`config.mk`:
```
export PLATFORM = sky130hd
export DESIGN_NAME = register_dump_unit
export DESIGN_NICKNAME = d
export VERILOG_FILES = /design/src/rtl/register_dump_unit.sv
export SDC_FILE = /design/constraint.sdc
export NUM_CORES = 1
export LEC_CHECK = 0
export CAP_MARGIN = 30
export CORE_AREA = 2 2 71 73
export DETAILED_ROUTE_END_ITERATION = 8
export DIE_AREA = 0 0 73 75
export PLACE_DENSITY = 0.76
export SLEW_MARGIN = 20
export SYNTH_ARGS = -nofsm -noshare
export SYNTH_HDL_FRONTEND = slang
export SYNTH_SLANG_ARGS = --single-unit
```
`constraint.sdc`:
```
create_clock -name i_clk -period 2.4 [get_ports i_clk]
set_input_delay 0.48 -clock i_clk [delete_from_list [all_inputs] [get_ports i_clk]]
set_output_delay 0.48 -clock i_clk [all_outputs]
set_load 0.02 [all_outputs]
```
`src/rtl/register_dump_unit.sv`:
```
// ----------------------------------------------------------------------------
// register_dump_unit
//
// Walks every register of a register bank (address 0 .. 2**ADDR_WIDTH-1),
// reads each word through a combinational read port and streams it to a
// byte-wide UART transmitter, most-significant byte first. Each byte is
// offered with a one-cycle o_tx_start pulse and held on o_tx_data until the
// transmitter acknowledges it with i_tx_done. o_done pulses once after the
// last byte of the last register has been acknowledged.
//
// Ports
//   i_clk       clock, all state changes on the rising edge
//   i_reset     synchronous, active-high reset
//   i_start     request a full dump (only honoured while idle)
//   o_reg_addr  register bank read address
//   i_reg_data  register bank read data for o_reg_addr (same cycle)
//   o_tx_data   byte offered to the transmitter
//   o_tx_start  one-cycle pulse launching transmission of o_tx_data
//   i_tx_done   one-cycle pulse: current byte fully sent
//   o_busy      high whenever a dump is in progress
//   o_done      one-cycle pulse at the end of a dump
// ----------------------------------------------------------------------------
module register_dump_unit #(
    parameter int DATA_WIDTH = 32,
    parameter int ADDR_WIDTH = 5,
    parameter int BYTE_WIDTH = 8
) (
    input  logic                  i_clk,
    input  logic                  i_reset,
    input  logic                  i_start,
    output logic [ADDR_WIDTH-1:0] o_reg_addr,
    input  logic [DATA_WIDTH-1:0] i_reg_data,
    output logic [BYTE_WIDTH-1:0] o_tx_data,
    output logic                  o_tx_start,
    input  logic                  i_tx_done,
    output logic                  o_busy,
    output logic                  o_done
);

    localparam int NUM_BYTES = DATA_WIDTH / BYTE_WIDTH;
    localparam int CNT_W     = (NUM_BYTES > 1) ? $clog2(NUM_BYTES) : 1;

    localparam logic [CNT_W-1:0]      LAST_BYTE = CNT_W'(NUM_BYTES - 1);
    localparam logic [CNT_W-1:0]      CNT_ONE   = CNT_W'(1);
    localparam logic [ADDR_WIDTH-1:0] LAST_ADDR = '1;
    localparam logic [ADDR_WIDTH-1:0] ADDR_ONE  = ADDR_WIDTH'(1);

    typedef enum logic [2:0] {
        IDLE,
        LOAD,
        SEND,
        WAIT,
        DONE
    } state_t;

    state_t                state;
    logic [CNT_W-1:0]      byte_cnt;
    logic [DATA_WIDTH-1:0] word;

    // Byte k of a word, counted from the most-significant end.
    function automatic logic [BYTE_WIDTH-1:0] byte_of(
        input logic [DATA_WIDTH-1:0] w,
        input logic [CNT_W-1:0]      k
    );
        logic [DATA_WIDTH-1:0] shifted;
        shifted = w << (int'(k) * BYTE_WIDTH);
        return shifted[DATA_WIDTH-1 -: BYTE_WIDTH];
    endfunction

    always_ff @(posedge i_clk) begin
        if (i_reset) begin
            state      <= IDLE;
            o_reg_addr <= '0;
            o_tx_data  <= '0;
            o_tx_start <= 1'b0;
            o_busy     <= 1'b0;
            o_done     <= 1'b0;
            byte_cnt   <= '0;
            word       <= '0;
        end else begin
            o_tx_start <= 1'b0;
            o_done     <= 1'b0;

            unique case (state)
                IDLE: begin
                    if (i_start) begin
                        o_reg_addr <= '0;
                        byte_cnt   <= '0;
                        o_busy     <= 1'b1;
                        state      <= LOAD;
                    end
                end

                // The word register is only written at this edge, so the
                // first byte is taken straight from the read port to have
                // o_tx_data/o_tx_start valid in the SEND cycle itself.
                LOAD: begin
                    word       <= i_reg_data;
                    byte_cnt   <= '0;
                    o_tx_data  <= byte_of(i_reg_data, '0);
                    o_tx_start <= 1'b1;
                    state      <= SEND;
                end

                // i_tx_done is deliberately not looked at here.
                SEND: begin
                    state <= WAIT;
                end

                WAIT: begin
                    if (i_tx_done) begin
                        if (byte_cnt < LAST_BYTE) begin
                            byte_cnt   <= byte_cnt + CNT_ONE;
                            o_tx_data  <= byte_of(word, byte_cnt + CNT_ONE);
                            o_tx_start <= 1'b1;
                            state      <= SEND;
                        end else if (o_reg_addr != LAST_ADDR) begin
                            o_reg_addr <= o_reg_addr + ADDR_ONE;
                            state      <= LOAD;
                        end else begin
                            // Address stays at the last register; it is
                            // cleared only by the next accepted i_start.
                            o_done <= 1'b1;
                            state  <= DONE;
                        end
                    end
                end

                DONE: begin
                    o_busy <= 1'b0;
                    state  <= IDLE;
                end

                default: begin
                    o_busy <= 1'b0;
                    state  <= IDLE;
                end
            endcase
        end
    end

endmodule

```
# ---- Yosys cells after proc, flatten, opt, wreduce, memory -nomap -nowiden
# Cells that the tools add are included.
dict set report op_classes {
  add_sub_neg 2
  magnitude_cmp 1
  n_eq_ne 9
  n_shift 1
  mux 23
  n_bitwise 3
  reduce_logical 11
}
# cell n
set op_table {}
lappend op_table {{<< shifter 32 x 5 -> 32 bit} 1}
lappend op_table {{2-to-1 mux 5 bit} 4}
lappend op_table {{2-to-1 mux 8 bit} 2}
lappend op_table {{one-hot mux 8 bit (2 select lines)} 1}
lappend op_table {{2-to-1 mux 3 bit} 4}
lappend op_table {{one-hot mux 3 bit (4 select lines)} 1}
lappend op_table {{!= test 2 bit, second input constant} 5}
lappend op_table {{one-hot mux 5 bit (2 select lines)} 1}
lappend op_table {{equality test 3 x 2 -> 1 bit, second input constant} 2}
lappend op_table {{2-to-1 mux 2 bit} 3}
lappend op_table {{one-hot mux 2 bit (3 select lines)} 1}
lappend op_table {{adder 5 x 1 -> 5 bit, second input constant} 1}
lappend op_table {{!= test 5 bit, second input constant} 1}
lappend op_table {{AND reduction 5 bit} 1}
lappend op_table {{2-to-1 mux 1 bit} 4}
lappend op_table {{one-hot mux 1 bit (2 select lines)} 2}
lappend op_table {{AND reduction 2 bit} 2}
lappend op_table {{AND reduction 4 bit} 1}
lappend op_table {{nonzero test 2 bit} 2}
lappend op_table {{OR reduction 4 bit} 1}
lappend op_table {{equality test 3 x 1 -> 1 bit, second input constant} 1}
lappend op_table {{logical NOT 3 bit} 1}
lappend op_table {{NOT 1 bit} 3}
lappend op_table {{AND reduction 3 bit} 1}
lappend op_table {{other kinds (4)} 4}
dict set report totals {
  ff_bits 53
  out_inout_bits 16
}

# ---- Depth between registers and ports, before layout
# Gate-level depths: netlist of run 1.
dict set report depth {
  ltp_word 5
  ltp_mapped 6
}

# ---- Least setup slack after synthesis of run 1
# OpenSTA, ideal clock, no wires.
dict set report synth_path {
  kind {reg-to-reg}
  startpoint {register o_reg_addr[0]}
  endpoint {register o_reg_addr[3]}
  setup_ps 122
  arrival_time_ps 1688
  required_ps 2278
  slack_ps 590
  path_stages_with_launch 6
  path_buffers 0
  cell_sequence {dfxtp_1 -> ha_1 -> and3_1 -> ha_1 -> o32a_1 -> a221o_1}
}
dict set report synth_via {
  elab_chain_len 5
  word_cells_on_any_way 8
  cone_classes {add/sub (1); eq/ne (2); mux (4); reduce/logical (1)}
}
# element line
set synth_lines {}
lappend synth_lines {{start, declared} 31} ;# output logic [ADDR_WIDTH-1:0] o_reg_addr,
lappend synth_lines {{start signal, assigned} 118} ;# o_reg_addr <= o_reg_addr + ADDR_ONE;
lappend synth_lines {{adder 5 x 1 -> 5 bit} 118}
lappend synth_lines {{2-to-1 mux 5 bit} 117} ;# end else if (o_reg_addr != LAST_ADDR) begin
lappend synth_lines {{2-to-1 mux 5 bit} 112} ;# if (byte_cnt < LAST_BYTE) begin
lappend synth_lines {{2-to-1 mux 5 bit} 111} ;# if (i_tx_done) begin
lappend synth_lines {{one-hot mux 5 bit (2 select lines)} 84} ;# unique case (state)
# Several ways; a longest one is shown, not always the timed one. The select of a mux whose other input is x is not followed.
# A chain may end at the register's enable or synchronous reset.

# ---- Worst setup path after layout of run 1
dict set report layout_path {
  startpoint {register byte_cnt[1]}
  endpoint {register o_tx_data[7]}
}
dict set report layout_via {
  elab_chain_len 5
  word_cells_on_any_way 8
  cone_classes {add/sub (1); order compare (1); eq/ne (1); shift (1); mux (3); reduce/logical (1)}
}
# element line
set layout_lines {}
lappend layout_lines {{start, declared} 57} ;# logic [CNT_W-1:0] byte_cnt;
lappend layout_lines {{start signal, assigned} 113} ;# byte_cnt <= byte_cnt + CNT_ONE;
lappend layout_lines {{adder 2 x 1 -> 2 bit} 114} ;# o_tx_data <= byte_of(word, byte_cnt + CNT_ONE);
lappend layout_lines {{<< shifter 32 x 5 -> 32 bit} 66} ;# shifted = w << (int'(k) * BYTE_WIDTH);
lappend layout_lines {{2-to-1 mux 8 bit} 112}
lappend layout_lines {{2-to-1 mux 8 bit} 111}
lappend layout_lines {{one-hot mux 8 bit (2 select lines)} 84}
lappend layout_lines {{end signal, assigned} 100} ;# o_tx_data <= byte_of(i_reg_data, '0);
lappend layout_lines {{end signal, assigned} 114}
lappend layout_lines {{end, declared} 33} ;# output logic [BYTE_WIDTH-1:0] o_tx_data,
# Several ways; a longest one is shown, not always the timed one. The select of a mux whose other input is x is not followed.

==> results of run 1 <==
==> area by class of cell <==
cell class                      count  area, um^2  area share [%]
Inverter                            1        3.75           0.133
Sequential cell                    53        1060            37.5
Timing Repair Buffer               56         543            19.2
Tap cell                           54        67.6            2.39
Clock inverter                      1        7.51           0.265
Clock buffer                        6        82.6            2.92
Multi-Input combinational cell    183        1070            37.6
==> flip-flops by register name (all words and copies together) (netlist names) <==
name and flops:
byte_cnt 2, o_busy 1, o_done 1, o_reg_addr 5, o_tx_data 8, o_tx_start 1, state 3, word 32
==> layout by cell type (no fill, tap or decap), types with 2 or more instances in the layout <==
master	netlist	routed
nand2_1	78	78
dfxtp_1	53	53
clkdlybuf4s50_1	0	50
a21oi_1	45	45
nor2_1	11	10
mux4_2	8	8
o221ai_1	8	8
clkbuf_8	0	6
buf_4	0	5
nor3_1	3	3
nand3b_1	3	3
o21ai_0	3	3
ha_1	3	3
and3_1	2	2
nand2b_1	2	2
or2_2	2	2
nor4b_1	2	2
==> report_power, final <==
group          switching [mW]  total, mW  internal [mW]
combinational           0.131      0.259          0.127
clock                   0.276      0.504          0.228
sequential             0.0273      0.953          0.926
total                   0.435       1.72           1.28
==> how the worst max path moves through the flow <==
| stage | end | depth (start not counted) | startpoint |
|---|---|---|---|
| after floorplan | o_reg_addr[3] | 5 | o_reg_addr[0] |
| after global placement | o_reg_addr[3] | 4 | i_start |
| after detailed placement | o_reg_addr[3] | 4 | i_start |
| after CTS | o_tx_data[7] | 4 | byte_cnt[0] |
| after global routing | o_reg_addr[3] | 5 | o_reg_addr[0] |
| final | o_tx_data[7] | 4 | byte_cnt[1] |
==> through the flow <==
step / setup WS [ns] / instance area (um^2) / total power, mW
5_1_grt: 0.460 / 2830 / 1.79
3_5_place_dp: 0.374 / 2740 / 1.23
6_report: 0.564 / 2830 / 1.72
2_1_floorplan: 0.590 / 2210 / 1.12
4_1_cts: 0.551 / 2830 / 1.73
3_3_place_gp: 0.391 / 2740 / 1.23
==> kinds of logic (layout without fill, tap and decap cells) <==
family / after synthesis / in the layout / synth area share, %
AND/OR/NAND/NOR: 109 / 109 / 21.4
AO/OA/AOI/OAI: 62 / 62 / 16.3
flip-flops: 53 / 53 / 47.9
buffers and inverters: 20 / 64 / 4.07
multiplexers: 9 / 9 / 8.59
adder cells (fa/ha/maj): 3 / 3 / 1.70
==> metal layers <==
layer	global-route usage [%]	vias up	wire, um
met2	28.2	49	2110
met3	4.95	8	253
met4	6.79	0	70
met5	0	-	0
met1	27.2	848	2440
li1	-	968	-
==> worst max-delay path, cell delays in order (launching register included) <==
cell and delay, ns:
dfxtp_1 0.32, ha_1 0.55, mux4_2 0.57, o221ai_1 0.18, a21oi_1 0.09
==> results.rst, run 1 <==
.. list-table::
   :header-rows: 1

   * - Metric
     - Value
   * - Share of the yosys chip area belonging to registers
     - 47.9%
   * - Gate count of the mapped netlist
     - 256
   * - Row count
     - 25
   * - Hold depth
     - 2
   * - Fillers
     - 441
   * - CTS tree
     - done
   * - GRT Total Usage
     - 19.1%
   * - Nets@finish
     - 339
   * - Worst min-delay path endpoint
     - word[12]
   * - YS warnings
     - 0
   * - Worst Hold Class
     - reg2reg
   * - Setup TNS
     - 0 ns
   * - Post-synth top area cell
     - dfxtp_1
   * - Slew of the pin with the lowest slew margin
     - 0.594 ns
   * - Register-to-Register Setup Slack
     - 0.56 ns
   * - Power density cells
     - 606 nW/um^2
   * - Layout cells sized above 1
     - 9.00%
   * - Number of I/O pins
     - 52
   * - Largest net degree at the start of global routing
     - 43
   * - Asr flop ratio synth
     - 0%
   * - Detailed placement HPWL
     - 3370 um
   * - Final ANT Viol Nets
     - 0
   * - Average via count per standard cell
     - 5.29
   * - Mean area per synthesized cell
     - 8.65 um^2
   * - Fraction of post-synthesis cell area in the top cell type by area
     - 47.9%
   * - Category of the most critical setup path
     - reg2reg
   * - Max-cap check violation count
     - 0
   * - Post-Syn Area
     - 2210 um^2
   * - DRC marker count from the first detailed-route iteration
     - 103
   * - Worst slew margin relative to its limit
     - 60.4%
   * - Count of final hold-check violations
     - 0
   * - Chip Width
     - 73 um
   * - Final Core Density
     - 60.8%
   * - Area of the die
     - 5480 um^2
   * - Synthesized net count
     - 295
   * - Final setup fails
     - 0
   * - TritonCTS Buffers
     - 5
   * - Area growth from synthesis to layout
     - 27.9%
   * - WL final
     - 4870 um
   * - Post-route fraction of the period consumed by the critical path
     - 76.5%
   * - Slew Limit Fails
     - 0
   * - Total of hold buffers inserted after clock tree synthesis
     - 0
   * - Floorplan Core Area
     - 4660 um^2
   * - Number of detailed-routing iterations run before antenna repair
     - 4
   * - CP Data Required Time
     - 2.59 ns
   * - I/O Buffers
     - 51
   * - Buffers inserted by post-CTS timing repair
     - 0
   * - Top cells by area, synth
     - dfxtp_1, nand2_1, a21oi_1
   * - Via count of the first global-routing pass
     - 1707
   * - Worst reg2reg path endpoint
     - o_tx_data[7]
   * - Crit Path Max Fanout
     - 9
   * - Data arrival time of the critical path
     - 2.02 ns
   * - Cell with the most instances after synthesis
     - nand2_1
   * - # diodes
     - 0
   * - Worst reg2reg startpoint
     - byte_cnt[1]
   * - Maximum buffer depth of the clock tree
     - 2
   * - Maximum clock rate
     - 0.545 GHz
   * - Initial antenna violation count
     - 0
   * - Number of cells in the design after placement
     - 347
   * - Worst IR drop on VDD
     - 293 uV
   * - Count of flip-flops with a built-in enable after synthesis
     - 0
   * - FF+latch count, synth
     - 53
   * - Final estimated routing congestion in global placement
     - 0.764
   * - Startpoint of the worst hold path
     - word[12]
   * - Vertical die dimension
     - 75 um
   * - CTS Sinks
     - 53
   * - Global-route wire length before repair
     - 8020 um
   * - RSZ-0062 raised after global routing
     - no
   * - Total vias in the final route
     - 1873
   * - Worst hold slack across all endpoints
     - 0.455 ns
   * - Final period demand of the worst path
     - 1.84 ns
   * - Crit end category
     - register
   * - Global route total overflow
     - 0
   * - Library cells used by synthesis
     - 30
   * - Post-cts repair resize count
     - 0
   * - Result of the run
     - complete, no violations
   * - Cells on worst reg2reg path
     - 4
   * - Setup clock skew after layout
     - 0.00908 ns
   * - Initial core utilization
     - 47.5%
   * - Buffer cell driving the clock tree root
     - clkbuf_8
   * - Clock latency on the worst-skew pair
     - 0.31 ns
   * - Final instance count without filler cells
     - 354
   * - Top cell types by occurrence after synthesis
     - nand2_1, dfxtp_1, a21oi_1, buf_2, nor2_1
   * - DRC Markers
     - 0
   * - H-tree depth
     - 2
   * - Average wire per standard cell
     - 13.8 um
   * - Clock slew seen by the registers of the worst setup and hold paths
     - 0.09 ns
   * - Leak
     - 0.986 nW
   * - Synth Flop Type
     - dfxtp_1
   * - Worst setup SP type
     - register
(Power assumes the default switching activity.)
==> run 2: changes to the inputs <==
==> constraint.sdc (replaced) <==
create_clock -name i_clk -period 1.8 [get_ports i_clk]
set_input_delay 0.36 -clock i_clk [delete_from_list [all_inputs] [get_ports i_clk]]
set_output_delay 0.36 -clock i_clk [all_outputs]
set_load 0.02 [all_outputs]
==> results.rst, run 2 (synthesis gave the netlist of run 1 again) <==
.. list-table::
   :header-rows: 1

   * - Metric
     - Value
   * - Worst setup SP type
     - register
   * - Row count
     - 25 (unchanged)
   * - Floorplan Core Area
     - 4660 um^2 (unchanged)
   * - Largest net degree at the start of global routing
     - 35 (-19%)
   * - DRC Markers
     - 0 (unchanged)
   * - Clock latency on the worst-skew pair
     - 0.30 ns (about the same)
   * - DRC marker count from the first detailed-route iteration
     - 116 (+13%)
   * - Register-to-Register Setup Slack
     - 0.07 ns (-0.50 ns)
   * - Global route total overflow
     - 0 (unchanged)
   * - Nets@finish
     - 346 (+2.1%)
   * - Most used cell along the critical path
     - ha_1
   * - Maximum buffer depth of the clock tree
     - 2 (unchanged)
   * - Cells on worst reg2reg path
     - 5 (+1)
   * - Commonest non-fill, non-tap cell in the layout
     - nand2_1
   * - Startpoint of the worst hold path
     - i_reset
   * - Hold depth
     - 2 (unchanged)
   * - CTS Sinks
     - 53 (unchanged)
   * - Cells along the critical path
     - ha_1 > and3_1 > ha_1 > o32a_1 > a221o_1
   * - Max-cap check violation count
     - 0 (unchanged)
   * - Initial core utilization
     - 47.5% (unchanged)
   * - Average wire per standard cell
     - 13.9 um (+0.74%)
   * - Final period demand of the worst path
     - 1.73 ns (-0.104 ns)
   * - Largest registers ranked by flip-flop count
     - word: 32 flops, o_tx_data: 8 flops, o_reg_addr: 5 flops
   * - Slew Limit Fails
     - 0 (unchanged)
   * - Final estimated routing congestion in global placement
     - 0.856 (+12%)
   * - Total of hold buffers inserted after clock tree synthesis
     - 0 (unchanged)
   * - Maximum clock rate
     - 0.577 GHz (+6.0%)
   * - Slew of the pin with the lowest slew margin
     - 0.379 ns (-0.215 ns)
   * - I/O Buffers
     - 51 (unchanged)
   * - RSZ-0062 raised after global routing
     - no
   * - Slowest cell on crit path
     - dfxtp_2
   * - CP Data Required Time
     - 1.99 ns (-0.60 ns)
   * - Average via count per standard cell
     - 5.31 (+0.30%)
   * - CP max stage delay
     - 0.35 ns (-0.22 ns)
   * - GRT Total Usage
     - 19.8% (+0.65 points)
   * - Count of final hold-check violations
     - 0 (unchanged)
   * - WL final
     - 5020 um (+3.0%)
   * - Setup clock skew after layout
     - 0.00687 ns (-0.00221 ns)
   * - Worst Setup Slack post-DPL
     - -0.0572 ns (-0.431 ns)
   * - Power density cells
     - 840 nW/um^2 (+39%)
   * - Worst min-delay path endpoint
     - o_tx_start
   * - Crit Path Max Fanout
     - 4 (-5)
   * - H-tree depth
     - 2 (unchanged)
   * - Buffer cell driving the clock tree root
     - clkbuf_8
   * - Cell family with the largest share of critical-path delay
     - compound AO/OA/AOI/OAI gates
   * - Final setup fails
     - 0 (unchanged)
   * - CTS tree
     - done
   * - Number of I/O pins
     - 52 (unchanged)
   * - Total vias in the final route
     - 1921 (+2.6%)
   * - TritonCTS Buffers
     - 5 (unchanged)
   * - Global-route wire length before repair
     - 8300 um (+3.5%)
   * - Worst reg2reg startpoint
     - o_reg_addr[0]
   * - Clock slew seen by the registers of the worst setup and hold paths
     - 0.09 ns (about the same)
   * - Via count of the first global-routing pass
     - 1752 (+2.6%)
   * - Category of the most critical setup path
     - reg2reg
   * - Detailed placement HPWL
     - 3530 um (+4.7%)
   * - Worst Hold Class
     - in2reg
   * - Setup TNS
     - 0 ns (unchanged)
   * - Buf+Inv Stages, Crit Path
     - 0 (unchanged)
   * - Post-route fraction of the period consumed by the critical path
     - 96.2% (+20 points)
   * - Largest register by flop count
     - word
   * - Worst slew margin relative to its limit
     - 74.7% (+14 points)
   * - Worst IR drop on VDD
     - 405 uV (+39%)
   * - Area of the die
     - 5480 um^2 (unchanged)
   * - Top library cells by usage in the layout, fill and taps aside
     - nand2_1, dfxtp_1, clkdlybuf4s50_1
   * - Number of flip-flops in the largest register
     - 32 (unchanged)
   * - Crit end category
     - register
   * - # diodes
     - 0 (unchanged)
   * - Final ANT Viol Nets
     - 0 (unchanged)
   * - Area growth from synthesis to layout
     - 31.8%
   * - Data arrival time of the critical path
     - 1.92 ns (-0.10 ns)
   * - Vertical die dimension
     - 75 um (unchanged)
   * - Result of the run
     - complete, no violations
   * - Initial antenna violation count
     - 0 (unchanged)
   * - Total design power
     - 2.45 mW (+43%)
   * - Worst reg2reg path endpoint
     - o_reg_addr[3]
   * - Layout cells sized above 1
     - 11.7% (+2.7 points)
   * - Leak
     - 1.04 nW (+5.3%)
   * - Number of detailed-routing iterations run before antenna repair
     - 4 (unchanged)
   * - Final WS setup
     - 0.0684 ns (-0.496 ns)
   * - CP Launch Point
     - o_reg_addr[0]
   * - Chip Width
     - 73 um (unchanged)
run 2: repair_timing:
item / in CTS / in global routing
endpoints found under the setup margin: 0 / 6
buffers inserted: 0 / 0
resized for setup: 0 / 1
run 2: layer usage:
metal | part of all wire [%] | GRT usage [%]
met5 | 0 | 0
met4 | 1.6 | 8.02
met3 | 5.0 | 3.75
met2 | 47 | 30.9
met1 | 47 | 27.1
run 2: final cells by class:
class	instances	area, um^2
flip-flops and latches	53	1060
fillers	399	1740
inverters	1	3.75
clock inverters	2	37.5
multi-input cells	183	1070
clock buffers	6	82.6
repair buffers	63	596
well taps	54	67.6
run 2: how the worst max path moves through the flow:
stage,to,depth (start not counted)
after floorplan,o_reg_addr[3],5
after global placement,o_reg_addr[3],4
after detailed placement,o_reg_addr[3],4
after CTS,o_reg_addr[3],5
after global routing,o_reg_addr[3],5
final,o_reg_addr[3],5
run 2: power breakdown:
| group | switching (mW) | internal, mW | total (mW) |
|---|---|---|---|
| clock | 0.376 | 0.452 | 0.828 |
| sequential | 0.0350 | 1.23 | 1.27 |
| combinational | 0.178 | 0.175 | 0.353 |
run 2: stage by stage:
step | hold WS [ns] | std cells | util [%] | cell area [um^2]
2_1_floorplan | 0.433 | 256 | - | 2220
4_1_cts | 0.442 | 362 | 62.6 | 2920
3_3_place_gp | 0.440 | 354 | 60.0 | 2800
3_5_place_dp | 0.446 | 354 | 60.0 | 2800
6_report | 0.449 | 362 | 62.6 | 2920
5_1_grt | 0.453 | 362 | 62.6 | 2920
